$ cat config.mk
export PLATFORM = sky130hd
export DESIGN_NAME = gpio_mmio_responder
export DESIGN_NICKNAME = d
export VERILOG_FILES = /design/src/rtl/gpio_mmio_responder.sv
export SDC_FILE = /design/constraint.sdc
export NUM_CORES = 1
export LEC_CHECK = 0
export BUFFER_PORTS_ARGS = -buffer_cell sky130_fd_sc_hd__buf_2
export CAP_MARGIN = 20
export CORE_ASPECT_RATIO = 0.9
export CORE_MARGIN = 3
export CORE_UTILIZATION = 35
export DETAILED_ROUTE_END_ITERATION = 10
export SLEW_MARGIN = 20
export SYNTH_ARGS = -nofsm -noshare
export SYNTH_HDL_FRONTEND = slang
export SYNTH_SLANG_ARGS = --single-unit
$ cat constraint.sdc
create_clock -name clk -period 1.4 [get_ports clk]
set_input_delay 0.07 -clock clk [delete_from_list [all_inputs] [get_ports clk]]
set_output_delay 0.07 -clock clk [all_outputs]
set_load 0.005 [all_outputs]
$ cat src/rtl/gpio_mmio_responder.sv
// Memory-mapped GPIO / device-output responder for the core's data-memory port.
// Optional: define GPIO_EDGE_FALL_EN to make EDGE flags capture falling edges too.
module gpio_mmio_responder #(
  parameter int          DATA_WIDTH     = 32,
  parameter logic [7:0]  RESET_GPIO_OUT = 8'h00
) (
  input  logic                  clk,
  input  logic                  reset,
  input  logic                  Sel,
  input  logic [4:0]            Addr,
  input  logic                  Mem_Write,
  input  logic                  Mem_Read,
  input  logic [DATA_WIDTH-1:0] Write_Data,
  output logic [DATA_WIDTH-1:0] Read_Data,
  output logic                  Ready,
  input  logic [7:0]            GPIO_In,
  output logic [7:0]            GPIO_Out,
  output logic [7:0]            Device_Out,
  output logic                  Device_Valid,
  input  logic                  Device_Ack
);

  typedef enum logic [2:0] {
    REG_GPIO_OUT = 3'd0,
    REG_GPIO_IN  = 3'd1,
    REG_EDGE     = 3'd2,
    REG_DEV_DATA = 3'd3,
    REG_STATUS   = 3'd4
  } reg_e;

  typedef enum logic {
    DEV_IDLE = 1'b0,
    DEV_PEND = 1'b1
  } dev_state_e;

  logic [DATA_WIDTH-1:0] read_data_q;
  logic                  ready_q;
  logic [7:0]            gpio_out_q;
  logic [7:0]            sync1_q, sync2_q, sync3_q;
  logic [7:0]            edge_q, edge_d, edge_hit, edge_w1c;
  logic [7:0]            dev_data_q;
  logic                  ovf_q;
  dev_state_e            dev_state_q;
  reg_e                  reg_sel;
  logic                  rd_en, wr_en, dev_wr;
  logic [7:0]            rd_val;
  logic                  unused_bits;

  assign reg_sel = reg_e'(Addr[4:2]);
  assign rd_en   = Sel & Mem_Read;
  assign wr_en   = Sel & Mem_Write;
  assign dev_wr  = wr_en && (reg_sel == REG_DEV_DATA);

  // Byte lane offset and upper store bits carry no meaning for this block.
  assign unused_bits = &{1'b0, Addr[1:0], Write_Data[DATA_WIDTH-1:8]};

`ifdef GPIO_EDGE_FALL_EN
  assign edge_hit = sync2_q ^ sync3_q;
`else
  assign edge_hit = sync2_q & ~sync3_q;
`endif

  // NOTE: every variable assigned in always_comb gets a default first, so no latch is inferred.
  always_comb begin
    rd_val   = 8'h00;
    edge_w1c = 8'h00;
    case (reg_sel)
      REG_GPIO_OUT: rd_val = gpio_out_q;
      REG_GPIO_IN:  rd_val = sync2_q;
      REG_EDGE:     rd_val = edge_q;
      REG_DEV_DATA: rd_val = dev_data_q;
      REG_STATUS:   rd_val = {6'b0, ovf_q, dev_state_q == DEV_PEND};
      default:      rd_val = 8'h00;
    endcase
    if (wr_en && reg_sel == REG_EDGE) edge_w1c = Write_Data[7:0];
    // A new edge wins over a same-cycle clear of that bit.
    edge_d = (edge_q & ~edge_w1c) | edge_hit;
  end

  // NOTE: sequential state uses non-blocking assignments so all registers update from pre-edge values.
  always_ff @(posedge clk) begin
    if (reset) begin
      read_data_q <= '0;
      ready_q     <= 1'b0;
      gpio_out_q  <= RESET_GPIO_OUT;
      sync1_q     <= 8'h00;
      sync2_q     <= 8'h00;
      sync3_q     <= 8'h00;
      edge_q      <= 8'h00;
    end else begin
      ready_q <= Sel & (Mem_Read | Mem_Write);
      if (rd_en) read_data_q <= DATA_WIDTH'(rd_val);
      if (wr_en && reg_sel == REG_GPIO_OUT) gpio_out_q <= Write_Data[7:0];
      sync1_q <= GPIO_In;
      sync2_q <= sync1_q;
      sync3_q <= sync2_q;
      edge_q  <= edge_d;
    end
  end

  always_ff @(posedge clk) begin
    if (reset) begin
      dev_state_q <= DEV_IDLE;
      dev_data_q  <= 8'h00;
      ovf_q       <= 1'b0;
    end else begin
      if (wr_en && reg_sel == REG_STATUS && Write_Data[1]) ovf_q <= 1'b0;
      case (dev_state_q)
        DEV_IDLE: begin
          if (dev_wr) begin
            dev_data_q  <= Write_Data[7:0];
            dev_state_q <= DEV_PEND;
          end
        end
        DEV_PEND: begin
          if (Device_Ack) begin
            if (dev_wr) dev_data_q <= Write_Data[7:0];
            else        dev_state_q <= DEV_IDLE;
          end else if (dev_wr) begin
            // Byte still owned by the device: drop the store and flag it.
            ovf_q <= 1'b1;
          end
        end
        default: dev_state_q <= DEV_IDLE;
      endcase
    end
  end

  assign Read_Data    = read_data_q;
  assign Ready        = ready_q;
  assign GPIO_Out     = gpio_out_q;
  assign Device_Out   = dev_data_q;
  assign Device_Valid = (dev_state_q == DEV_PEND);

endmodule

==> impl_results.md <==
* Critical path class: register to register
* Via density per instance at around 4.3
* Reported leakage power at between 1 and 1.5 nW
* Antenna violations before repair at 0
* Fraction of final layout cells with drive strength greater than 1 at 0.259
* Type of the most critical hold path: input port to register
* Post-CTS Setup Inserts at 0
* Total Neg Setup Slack at 0 ns
* Sequential share of the synthesized area at 0.475
* First-pass GRT wire length at between 7000 and 8000 um
* Worst setup margin at approximately 0.19 ns
* Critical path's slowest cell: dfxtp_1
* Maximum resistive drop on vdd at 0.000567 V
* Buffers added on ports at 50
* Register-to-Register Path Depth at 5
* Mean Syn Cell Area at approximately 10 um2
* Worst Setup EP: Device_Out[4]$_SDFFE_PP0P_
* Main area contributors after synthesis: dfxtp_1 47%, mux2i_1 12%, buf_4 8.1%
* Latest clock arrival within the worst-skew pair at 0.34 ns
* Final design utilization at 0.460
* Post-Synthesis Cell Area at between 0.002 and 0.0025 mm2
* Pwr Total at about 3.7 mW
* Synthesis-to-finish area growth at 24.2%
* Buffer type at the clock tree root: clkbuf_8
* Worst slack at placement at between 0.09 and 0.1 ns
* Clk_skew at about 0.0072 ns
* Top Ports at between 100 and 150
* Kind of start point of the critical path: register
* RSZ-0062 raised after global routing: false
* Number of buffers created by CTS at 9
* Launch instance of the worst register-to-register path: Device_Valid$_SDFF_PP0_
* Count of synthesis-stage warnings from yosys at 0
* Max-slew violation count at 0
* Violation count after the first detailed-route iteration at between 70 and 80
* Number of detailed-routing iterations run before antenna repair at 4
* Placement row count at 28
* Routed len/inst at between 10 and 15 um
* Post-DP HPWL at between 3000 and 4000 um
* X dimension of the die at 94.9 um
* Count of buffering cells on the critical path with inverters included at 1
* Number of antenna diodes at 0
* Result of the run: complete, no violations
* Top fanout value on the critical path at 5
* Worst reg2reg path endpoint: Device_Out[4]$_SDFFE_PP0P_
* Maximum buffer depth of the clock tree at 2
* Worst path top cell family by delay: simple AND/OR/NAND/NOR gates
* Die outline area at 0.00816 mm2
* Total placed cells including tap cells at 382
* Setup slack of the most critical reg-to-reg path at 0.19 ns
* DRC errors left at 0
* Via count at 1,765
* Yosys top cell area share at 0.475
* Initial core utilization at 0.370
* Post-layout minimum cycle time at around 1.2 ns
* Distinct cell type count after synthesis at 33
* Maximum number of pins on one net before global-route repair at 52
* Final Net Count at ~370
* Area post-placement at about 0.0028 mm2
* Final estimated routing congestion in global placement at slightly below 0.8
* Post-synth ARST share at 0
* Wire length after detailed routing at 4950 um
* Cell area after layout at about 0.0031 mm2
* GRT Total Usage at 0.130
* Levels on crit path at 5
* Final setup violation count at 0
* Period utilization at 0.865
* Most used DFF post-synth: dfxtp_1
* PD cells at 1210 mW/mm2
* Core Footprint at 0.00673 mm2
* Launch point of the worst hold path: Write_Data[7]
* Number of flip-flops and latches in the synthesized netlist at 59
* Sum of overflow across all layers after global routing at 0
* Slowest stage delay, CP at 0.35 ns
* Clock-pin slew on the worst setup and hold paths at 0.07 ns
* Data required time of the critical path at 1.62 ns
* Series of cell instances along the critical path: nor2b_1 > nor3_4 > buf_4 > mux2i_1 > nor2_1
* H-tree levels at 3
* Vias in the first global route at ~1,500
* Number of nets with antenna violations after routing at 0
* Number of synthesized flops with an enable pin at 0
* Final hold slack at 0.00969 ns
* Setup crit end kind: register
* Arrival time at the worst endpoint at 1.44 ns
* Die Y-Extent at ~86 um
* First element of the critical path: Device_Valid$_SDFF_PP0_
* Max-capacitance violation count at 0
* Final Non-Filler Cells at a little over 400
* TritonCTS clock tree: built
* Total number of clock tree sinks at 59
* Max Clock Freq at ~0.83 GHz
* Library cell occupying the most area in the post-synthesis netlist: dfxtp_1
* Final Hold Violating Endpoints at 0
* Mapped Cells at between 200 and 250
layout by cell type, fill, tap and decap left out, drive strengths merged:
master / Yosys / routed
o41ai: 1 / 1
conb: 1 / 24
nor3: 1 / 1
a211oi: 1 / 1
dlygate4sd3: 0 / 12
o21ai: 11 / 11
a22o: 6 / 6
a221oi: 2 / 2
mux2: 1 / 1
o21a: 1 / 1
nand2: 7 / 7
clkinv: 0 / 2
or2: 1 / 1
or4: 1 / 1
nand3b: 2 / 2
buf: 31 / 57
inv: 10 / 10
a21oi: 11 / 11
nand2b: 9 / 9
mux2i: 30 / 30
bufinv: 0 / 2
o22ai: 6 / 6
nor3b: 2 / 2
clkbuf: 6 / 12
dfxtp: 59 / 59
nor2b: 25 / 25
or4b: 1 / 1
nor2: 21 / 21
o2bb2ai: 1 / 1
nand3: 1 / 1
sequential cells by signal, indices dropped and copies added, names as in the netlist:
| signal | cells |
|---|---|
| Read_Data | 8 |
| GPIO_Out | 8 |
| Device_Out | 8 |
| sync1_q | 8 |
| Device_Valid | 1 |
| edge_q | 8 |
| sync3_q | 8 |
| sync2_q | 8 |
| Ready | 1 |
| ovf_q | 1 |
cells in the mapped netlist, types with 2 or more instances:
cell type  count
dfxtp_1       59
mux2i_1       30
buf_4         27
nor2b_1       25
nor2_1        21
a21oi_1       11
inv_1         10
nand2b_1       9
o21ai_2        8
a22o_1         6
clkbuf_1       6
nand2_1        6
o22ai_1        6
buf_6          3
a221oi_1       2
nor3b_1        2
o21ai_1        2
how the worst min path moves through the flow:
| stage | endpoint | slack, ns | depth (start not counted) |
|---|---|---|---|
| 2_1_floorplan | sync1_q[0]$_SDFF_PP0_ | 0.20 | 1 |
| 3_3_place_gp | sync1_q[5]$_SDFF_PP0_ | 0.28 | 2 |
| 3_5_place_dp | sync1_q[1]$_SDFF_PP0_ | 0.28 | 2 |
| 4_1_cts | Device_Out[6]$_SDFFE_PP0P_ | 0.003 | 3 |
| 5_1_grt | Device_Out[6]$_SDFFE_PP0P_ | 0.007 | 3 |
| 6_report | Device_Out[7]$_SDFFE_PP0P_ | 0.01 | 3 |
report_power, final:
| part | total, mW | switching [mW] | internal, mW |
|---|---|---|---|
| Sequential | 1.75 | 0.0233 | 1.73 |
| Clock | 1.70 | 0.644 | 1.05 |
| Combinational | 0.282 | 0.147 | 0.135 |
| Total | 3.73 | 0.815 | 2.91 |
layout make-up:
| type | instances | area [um2] |
|---|---|---|
| repair buffers | 69 | 448 |
| clock inverters | 4 | 73.8 |
| fillers | 667 | 3630 |
| well taps | 90 | 113 |
| multi-input cells | 166 | 1090 |
| clock buffers | 12 | 145 |
| flip-flops and latches | 59 | 1180 |
| inverters | 10 | 37.5 |
routing by layer:
metal	track usage	share of wire
met1	0.172	0.45
met2	0.175	0.44
met3	0.0623	0.095
met4	0.0629	0.012
met5	0	0
timing repair:
item | in CTS | in global routing
resized for setup | 0 | 0
hold buffers | 12 | 0
hold endpoints to repair | 16 | 0
cells by family after synthesis:
group | synth area share
buf+inv | 0.121
simple gates | 0.165
mux | 0.125
flops | 0.475
other cells | 0.00151
compound gates | 0.113
worst reg2reg max path, stage by stage, from the launching register on:
cell,delay (ns)
dfxtp_1,0.35
nor2b_1,0.31
nor3_4,0.06
buf_4,0.17
mux2i_1,0.15
nor2_1,0.06
Power figures use the tool's default switching activity.
